**config.mk**
```make
export PLATFORM = sky130hd
export DESIGN_NAME = lsu_serial_flat
export DESIGN_NICKNAME = d
export VERILOG_FILES = /design/src/rtl/lsu_pkg.sv /design/src/rtl/lsu_serial_if.sv /design/src/rtl/lsu_extend.sv /design/src/rtl/lsu_serial.sv /design/src/flat_wrapper.sv
export SDC_FILE = /design/constraint.sdc
export NUM_CORES = 1
export LEC_CHECK = 0
export ABC_AREA = 1
export BUFFER_PORTS_ARGS = -buffer_cell sky130_fd_sc_hd__buf_2
export CAP_MARGIN = 40
export CORE_UTILIZATION = 33
export CTS_CLUSTER_DIAMETER = 200
export DETAILED_ROUTE_END_ITERATION = 6
export PLACE_DENSITY = 0.65
export SLEW_MARGIN = 20
export SYNTH_ARGS = -nofsm -noshare
export SYNTH_HDL_FRONTEND = slang
export SYNTH_SLANG_ARGS = --single-unit
```
**constraint.sdc**
```tcl
create_clock -name clk -period 3.3 [get_ports clk]
set_input_delay 0.66 -clock clk [delete_from_list [all_inputs] [get_ports clk]]
set_output_delay 0.66 -clock clk [all_outputs]
set_load 0.02 [all_outputs]
```
**src/rtl/lsu_pkg.sv**
```systemverilog
// Purpose : shared width codes, FSM state type and byte-lane helpers for the
//           byte-serial load/store unit.
// Latency : n/a (types and pure functions only).
// Backpressure: n/a.
package lsu_pkg;

  // Request width codes as seen on req_width.
  localparam logic [1:0] BYTE_W = 2'b00;
  localparam logic [1:0] HALF_W = 2'b01;
  localparam logic [1:0] WORD_W = 2'b10;
  localparam logic [1:0] BAD_W  = 2'b11;

  typedef enum logic [1:0] {
    IDLE = 2'd0,
    XFER = 2'd1,
    RESP = 2'd2
  } lsu_state_e;

  // Number of byte accesses a request expands into; 0 for the invalid code.
  function automatic logic [2:0] byte_count(input logic [1:0] width);
    logic [2:0] n;
    case (width)
      BYTE_W:  n = 3'd1;
      HALF_W:  n = 3'd2;
      WORD_W:  n = 3'd4;
      default: n = 3'd0;
    endcase
    return n;
  endfunction

  // Index of the final byte (N-1). Only meaningful for valid widths.
  function automatic logic [1:0] last_index(input logic [1:0] width);
    logic [2:0] n;
    n = byte_count(width);
    return 2'(n - 3'd1);
  endfunction

  // Select byte lane 'sel' of a right-aligned 32-bit word (lane 0 = [7:0]).
  function automatic logic [7:0] pick_byte(input logic [31:0] d, input logic [1:0] sel);
    logic [7:0] b;
    case (sel)
      2'd0:    b = d[7:0];
      2'd1:    b = d[15:8];
      2'd2:    b = d[23:16];
      default: b = d[31:24];
    endcase
    return b;
  endfunction

endpackage

```
**src/rtl/lsu_serial_if.sv**
```systemverilog
// Purpose : bundles the request/response handshake and the byte-wide memory
//           port of lsu_serial.
// Latency : n/a (wiring only).
// Backpressure: req side valid/ready; response and memory side have none.
// Modports: slave  = the load/store unit (accepts requests, drives memory)
//           master = the pipeline/memory environment around it
interface lsu_serial_if #(
  parameter int ADDR_W = 32
);

  // Request from the pipeline memory stage.
  logic              req_valid;
  logic              req_ready;
  logic              req_we;
  logic [ADDR_W-1:0] req_addr;
  logic [1:0]        req_width;
  logic              req_usignext;
  logic [31:0]       req_wdata;

  // One-cycle response pulse.
  logic              resp_valid;
  logic [31:0]       resp_rdata;
  logic              resp_fault;

  // Byte-array data memory port.
  logic              mem_we;
  logic [ADDR_W-1:0] mem_address;
  logic              mem_usignext;
  logic [1:0]        mem_width;
  logic [31:0]       mem_w_data;
  logic [31:0]       mem_r_data;

  modport slave (
    input  req_valid, req_we, req_addr, req_width, req_usignext, req_wdata,
    output req_ready,
    output resp_valid, resp_rdata, resp_fault,
    output mem_we, mem_address, mem_usignext, mem_width, mem_w_data,
    input  mem_r_data
  );

  modport master (
    output req_valid, req_we, req_addr, req_width, req_usignext, req_wdata,
    input  req_ready,
    input  resp_valid, resp_rdata, resp_fault,
    input  mem_we, mem_address, mem_usignext, mem_width, mem_w_data,
    output mem_r_data
  );

endinterface

```
**src/rtl/lsu_extend.sv**
```systemverilog
// Purpose : sign/zero extension of the load accumulator to 32 bits.
// Latency : combinational.
// Backpressure: none.
// Ports   : acc_i      assembled load bytes, right-aligned
//           width_i    request width code (byte/half/word)
//           usignext_i 1 = zero-extend, 0 = sign-extend
//           data_o     extended result
module lsu_extend
  import lsu_pkg::*;
(
  input  logic [31:0] acc_i,
  input  logic [1:0]  width_i,
  input  logic        usignext_i,
  output logic [31:0] data_o
);

  logic sext;
  assign sext = ~usignext_i;

  // Bits above 8N-1 may hold stale bytes shifted in by earlier loads, so
  // they are always replaced, never passed through.
  always_comb begin
    data_o = acc_i;
    case (width_i)
      BYTE_W:  data_o = {{24{sext & acc_i[7]}},  acc_i[7:0]};
      HALF_W:  data_o = {{16{sext & acc_i[15]}}, acc_i[15:0]};
      default: data_o = acc_i;
    endcase
  end

endmodule

```
**src/rtl/lsu_serial.sv**
```systemverilog
// Purpose : byte-serial load/store initiator; expands a byte/half/word request
//           into big-endian single-byte memory accesses.
// Latency : accept at T, bytes on T+1..T+N, response pulse at T+N+1
//           (fault: response at T+1, no memory access).
// Backpressure: req_ready only in IDLE; response pulse cannot be stalled.
// Ports   : clk, rst_n (async active-low), bus (lsu_serial_if.slave: request,
//           response and byte memory port).
// Config  : define LSU_ALIGN_CHECK_EN to fault misaligned half/word requests;
//           by default any address is executed byte by byte.
module lsu_serial
  import lsu_pkg::*;
#(
  parameter int ADDR_W = 32
) (
  input  logic         clk,
  input  logic         rst_n,
  lsu_serial_if.slave  bus
);

  lsu_state_e        state_q;
  logic [1:0]        idx_q;
  logic [1:0]        last_q;
  logic              we_q;
  logic              usx_q;
  logic [ADDR_W-1:0] addr_q;
  logic [1:0]        width_q;
  logic [31:0]       wdata_q;
  logic [31:0]       acc_q;
  logic              fault_q;
  logic              resp_valid_q;
  logic              mem_we_q;
  logic [ADDR_W-1:0] mem_address_q;
  logic [31:0]       mem_w_data_q;

  logic [1:0]        idx_d;
  logic [31:0]       acc_d;
  logic              misalign;
  logic              req_fault;
  logic [31:0]       ext_data;

  // The memory always returns a zero-extended byte; only [7:0] carries data.
  logic [23:0]       unused_rdata_hi;
  assign unused_rdata_hi = bus.mem_r_data[31:8];

`ifdef LSU_ALIGN_CHECK_EN
  assign misalign = ((bus.req_width == HALF_W) && bus.req_addr[0]) ||
                    ((bus.req_width == WORD_W) && (bus.req_addr[1:0] != 2'b00));
`else
  assign misalign = 1'b0;
`endif

  assign req_fault = (bus.req_width == BAD_W) || misalign;

  assign idx_d = idx_q + 2'd1;
  // Big-endian assembly: the first byte fetched ends up most significant.
  assign acc_d = {acc_q[23:0], bus.mem_r_data[7:0]};

  always_ff @(posedge clk or negedge rst_n) begin
    if (!rst_n) begin
      state_q       <= IDLE;
      idx_q         <= 2'd0;
      last_q        <= 2'd0;
      we_q          <= 1'b0;
      usx_q         <= 1'b0;
      addr_q        <= '0;
      width_q       <= 2'b00;
      wdata_q       <= 32'h0;
      acc_q         <= 32'h0;
      fault_q       <= 1'b0;
      resp_valid_q  <= 1'b0;
      mem_we_q      <= 1'b0;
      mem_address_q <= '0;
      mem_w_data_q  <= 32'h0;
    end else begin
      case (state_q)
        IDLE: begin
          resp_valid_q <= 1'b0;
          fault_q      <= 1'b0;
          if (bus.req_valid) begin
            we_q    <= bus.req_we;
            addr_q  <= bus.req_addr;
            width_q <= bus.req_width;
            usx_q   <= bus.req_usignext;
            wdata_q <= bus.req_wdata;
            acc_q   <= 32'h0;
            idx_q   <= 2'd0;
            last_q  <= last_index(bus.req_width);
            if (req_fault) begin
              // Rejected requests never touch memory.
              state_q      <= RESP;
              resp_valid_q <= 1'b1;
              fault_q      <= 1'b1;
            end else begin
              // Memory outputs are registered, so byte 0 is set up here to
              // appear in the first XFER cycle.
              state_q       <= XFER;
              mem_we_q      <= bus.req_we;
              mem_address_q <= bus.req_addr;
              mem_w_data_q  <= bus.req_we
                             ? {24'h0, pick_byte(bus.req_wdata, last_index(bus.req_width))}
                             : 32'h0;
            end
          end
        end

        XFER: begin
          if (!we_q) begin
            acc_q <= acc_d;
          end
          if (idx_q == last_q) begin
            state_q       <= RESP;
            resp_valid_q  <= 1'b1;
            mem_we_q      <= 1'b0;
            mem_address_q <= '0;
            mem_w_data_q  <= 32'h0;
          end else begin
            idx_q         <= idx_d;
            // Address arithmetic wraps modulo 2^ADDR_W by construction.
            mem_address_q <= addr_q + ADDR_W'(idx_d);
            // Stores go out MSB first: lane N-1-idx of the latched data.
            mem_w_data_q  <= we_q ? {24'h0, pick_byte(wdata_q, last_q - idx_d)} : 32'h0;
          end
        end

        RESP: begin
          resp_valid_q <= 1'b0;
          fault_q      <= 1'b0;
          state_q      <= IDLE;
        end

        default: begin
          state_q <= IDLE;
        end
      endcase
    end
  end

  lsu_extend u_extend (
    .acc_i      (acc_q),
    .width_i    (width_q),
    .usignext_i (usx_q),
    .data_o     (ext_data)
  );

  assign bus.req_ready    = (state_q == IDLE);
  assign bus.resp_valid   = resp_valid_q;
  assign bus.resp_fault   = fault_q;
  // Stores and faults return zero; data is only presented during the pulse.
  assign bus.resp_rdata   = (resp_valid_q && !we_q && !fault_q) ? ext_data : 32'h0;
  assign bus.mem_we       = mem_we_q;
  assign bus.mem_address  = mem_address_q;
  assign bus.mem_w_data   = mem_w_data_q;
  assign bus.mem_width    = BYTE_W;
  assign bus.mem_usignext = 1'b1;

endmodule

```
**src/flat_wrapper.sv**
```systemverilog
// flat-port wrapper written by rule: the top's interface ports become plain ports
module lsu_serial_flat import lsu_pkg::*;
#(
  parameter int ADDR_W = 32
)
  (clk, rst_n, bus_req_valid, bus_req_we, bus_req_addr, bus_req_width, bus_req_usignext, bus_req_wdata, bus_req_ready, bus_resp_valid, bus_resp_rdata, bus_resp_fault, bus_mem_we, bus_mem_address, bus_mem_usignext, bus_mem_width, bus_mem_w_data, bus_mem_r_data);
  lsu_serial_if #(.ADDR_W(ADDR_W)) bus_i ();
  input  logic clk;
  input  logic rst_n;
  input wire logic [$bits(bus_i.req_valid)-1:0] bus_req_valid;
  input wire logic [$bits(bus_i.req_we)-1:0] bus_req_we;
  input wire logic [$bits(bus_i.req_addr)-1:0] bus_req_addr;
  input wire logic [$bits(bus_i.req_width)-1:0] bus_req_width;
  input wire logic [$bits(bus_i.req_usignext)-1:0] bus_req_usignext;
  input wire logic [$bits(bus_i.req_wdata)-1:0] bus_req_wdata;
  output wire logic [$bits(bus_i.req_ready)-1:0] bus_req_ready;
  output wire logic [$bits(bus_i.resp_valid)-1:0] bus_resp_valid;
  output wire logic [$bits(bus_i.resp_rdata)-1:0] bus_resp_rdata;
  output wire logic [$bits(bus_i.resp_fault)-1:0] bus_resp_fault;
  output wire logic [$bits(bus_i.mem_we)-1:0] bus_mem_we;
  output wire logic [$bits(bus_i.mem_address)-1:0] bus_mem_address;
  output wire logic [$bits(bus_i.mem_usignext)-1:0] bus_mem_usignext;
  output wire logic [$bits(bus_i.mem_width)-1:0] bus_mem_width;
  output wire logic [$bits(bus_i.mem_w_data)-1:0] bus_mem_w_data;
  input wire logic [$bits(bus_i.mem_r_data)-1:0] bus_mem_r_data;
  assign bus_i.req_valid = bus_req_valid;
  assign bus_i.req_we = bus_req_we;
  assign bus_i.req_addr = bus_req_addr;
  assign bus_i.req_width = bus_req_width;
  assign bus_i.req_usignext = bus_req_usignext;
  assign bus_i.req_wdata = bus_req_wdata;
  assign bus_req_ready = bus_i.req_ready;
  assign bus_resp_valid = bus_i.resp_valid;
  assign bus_resp_rdata = bus_i.resp_rdata;
  assign bus_resp_fault = bus_i.resp_fault;
  assign bus_mem_we = bus_i.mem_we;
  assign bus_mem_address = bus_i.mem_address;
  assign bus_mem_usignext = bus_i.mem_usignext;
  assign bus_mem_width = bus_i.mem_width;
  assign bus_mem_w_data = bus_i.mem_w_data;
  assign bus_i.mem_r_data = bus_mem_r_data;
  lsu_serial #(.ADDR_W(ADDR_W)) u_core (.clk(clk), .rst_n(rst_n), .bus(bus_i));
endmodule
```
==> results.yml <==
floorplanning:
  dieWidth_microns: 159
  fp-row-count: 57
  ios: 206
  initial_utilization: 0.336
  dieArea_sq_um: 25300
  die-height_microns: 159
  core-area_sq_um: 24200
timing:
  drv_slew: 0
  fin_tns_setup_ps: 0
  max_slew_margin: 0.454
  fin_crit_ps: 3050
  hold_ws_ps: 168
  rsz0062_at_grt: "false"
  period_share: 0.925
  hold_viol_final: 0
  finalSetupViolations: 0
  fmaxAchievable_mhz: 328
  worst_pin_slew_ps: 819
  fin_skew_ps: 8.49
layout:
  n_antenna_cell: 0
  seq_area_sq_um: 3730
  fin_util: 0.401
  multi_input_area_sq_um: 3640
  nets: 1362
  area.growth.synth_to_final_pct: 19.5
  fillers: 2561
  drive_gt1_frac: 0.174
placed_design:
  place_hpwl_mm: 17.1
  io_buffers: 154
  place_congestion: 0.929
logic_synthesis:
  syn_inst: 1114
  synth_seq_cells: 149
  ys_seq_area_frac: 0.458
  synth_area_leaders: "dfrtp_1 46%, nand2_1 13%, a21oi_1 8.0%"
  yosysTopAreaCellShare: 0.458
  yosys_warnings: 0
  avgSynthCellArea_sq_um: 7.31
  synthesis.area_sq_um: 8140
  synth_largest_area_cell: "dfrtp_1"
  yosysUniqueCellTypes: 32
cts:
  htree_levels: 4
  clockBufferDepth: 2
  postCtsSetupBuffers: 0
  post_cts_resized: 0
  cts_hold_buf: 0
  cts_buffers: 17
  cts_tree: "built"
  root_buffer: "clkbuf_16"
  clk_latency_ps: 430
  clk_pin_slew_ps: 70
  cts_sinks: 149
worst_setup_path:
  crit_path_max_fanout: 18
  end_kind: "output port"
  required_ps: 2640
  arrival_ps: 2390
  path_class: "register to output port"
  start_kind: "register"
power_and_ir_drop:
  pwr_density_cell_nw_per_um2: 950
  ir_worst_vdd_mv: 0.360
  p_leak_nw: 4.65
global_route:
  grt_overflow: 0
  grt_pass1_wl_mm: 39.5
  grt_pass1_vias: 7361
  track_usage: 0.197
  grt_max_degree: 82
  grt_antenna_before_repair: 0
detailed_routing:
  ant_nets: 0
  drtIter0Drc: 501
  drt-vias-per-instance: 4.87
  drt_pass1_iterations: 7
  wl_per_cell_microns: 15.3
  vias: 7728
  drc_errors: 2
  drt-total-wl_mm: 24.2
status:
  status: "complete, but fails checks"
  violations: "DRC"
job:
  drv_cap: 0
worst_hold_path:
  min_path_type: "primary input to async pin"
-- path summary, 6_finish.rpt --
kind	startpoint	endpoint	slack [ps]	cells past startpoint
max	u_core.width_q[1]$_DFFE_PN0P_	bus_resp_rdata[16]	250	6
min	rst_n	u_core.addr_q[12]$_DFFE_PN0P_	170	1
max reg2reg	u_core.idx_q[0]$_DFFE_PN0P_	u_core.bus.mem_address[22]$_DFFE_PN0P_	640	13
min reg2reg	u_core.wdata_q[22]$_DFFE_PN0P_	u_core.wdata_q[22]$_DFFE_PN0P_	480	2
max in group asynchronous	rst_n	u_core.bus.mem_address[27]$_DFFE_PN0P_	2310	2
min in group clk	bus_req_wdata[4]	u_core.wdata_q[4]$_DFFE_PN0P_	430	3
-- layout make-up --
type,count,area share
timing repair buffer,171,0.0951
sequential,149,0.383
inverter,117,0.0452
tap,324,0.0417
clock buffer,17,0.0437
clock inverter,15,0.0170
multi-input combinational,793,0.374
-- cell usage in the layout, fill, tap and decap left out, types with 2 or more instances in the layout --
cell	n
nand4_1	22
nand2_2	5
dfrtp_1	149
clkinv_4	4
buf_4	16
o21ai_1	2
inv_1	111
o211ai_1	2
o32ai_1	2
ha_1	8
nor3_1	2
inv_2	5
buf_2	153
nand2_1	282
nand3_1	88
clkbuf_16	17
a21oi_1	130
inv_8	7
conb_1	27
nor2_1	109
nand3b_1	9
o21ai_0	94
xor2_1	2
-- worst max-delay path, cell delays in order, from the launching register on --
cell and delay (ps):
dfrtp_1 580, nor2_1 230, nand3_1 270, nand3_1 160, nand2_1 300, a21oi_1 240, buf_2 190
-- state kept, by name, summed over array words and instances (netlist names), 2 cells and up --
| register | cells |
|---|---|
| u_core.acc_q | 32 |
| u_core.addr_q | 32 |
| u_core.bus.mem_address | 32 |
| u_core.bus.mem_w_data | 8 |
| u_core.idx_q | 2 |
| u_core.last_q | 2 |
| u_core.state_q | 2 |
| u_core.wdata_q | 32 |
| u_core.width_q | 2 |
-- through the flow --
| step | setup WS, ps | total power, W | cell area, sq um | instances |
|---|---|---|---|---|
| detailed placement | 691 | 0.00727 | 9110 | 1553 |
| global placement | 711 | 0.00720 | 9110 | 1553 |
| CTS | 253 | 0.00928 | 9700 | 1585 |
| global route | 11.3 | 0.00999 | 9720 | 1586 |
| floorplan | 1040 | 0.00602 | 8230 | 1139 |
| finish | 249 | 0.00924 | 9720 | 1586 |
-- cell usage after synthesis --
cell type    n
a21oi_1    130
a21oi_4      1
buf_1        1
buf_2       11
buf_4       30
buf_6        1
clkbuf_1    37
clkinv_1     1
conb_1       2
dfrtp_1    149
fa_1         1
ha_1         9
inv_1      111
inv_2        5
mux2_2       1
nand2_1    283
nand2_2      4
nand3_1     88
nand3b_1     9
nand4_1     22
nor2_1     109
nor2_2       1
nor3_1       2
o211ai_1     2
o21ai_0     94
o21ai_1      2
o21ai_2      1
o221ai_1     1
o22ai_1      1
o32ai_1      2
or2_2        1
xor2_1       2
-- cells by family (layout without fill, tap and decap cells) --
group,count (synthesis),count (layout),synth area share
AND/OR/NAND/NOR,519,519,0.266
AO/OA/AOI/OAI,234,234,0.148
buffers and inverters,197,320,0.107
flip-flops,149,149,0.458
adder cells (fa/ha/maj),10,10,0.0163
other,2,27,0.000923
XOR/XNOR,2,2,0.00215
multiplexers,1,1,0.00138
-- where the power goes --
part           internal, W  switching, W
combinational      0.00125       0.00284
clock              0.00108      0.000898
sequential         0.00260      0.000576
-- layer usage --
metal	up-vias	track usage	wire, microns
li1	3831	-	-
met1	3654	0.260	11000
met2	221	0.330	11600
met3	22	0.0396	1200
met4	0	0.0520	362
met5	-	0	0
(Power assumes the default switching activity.)
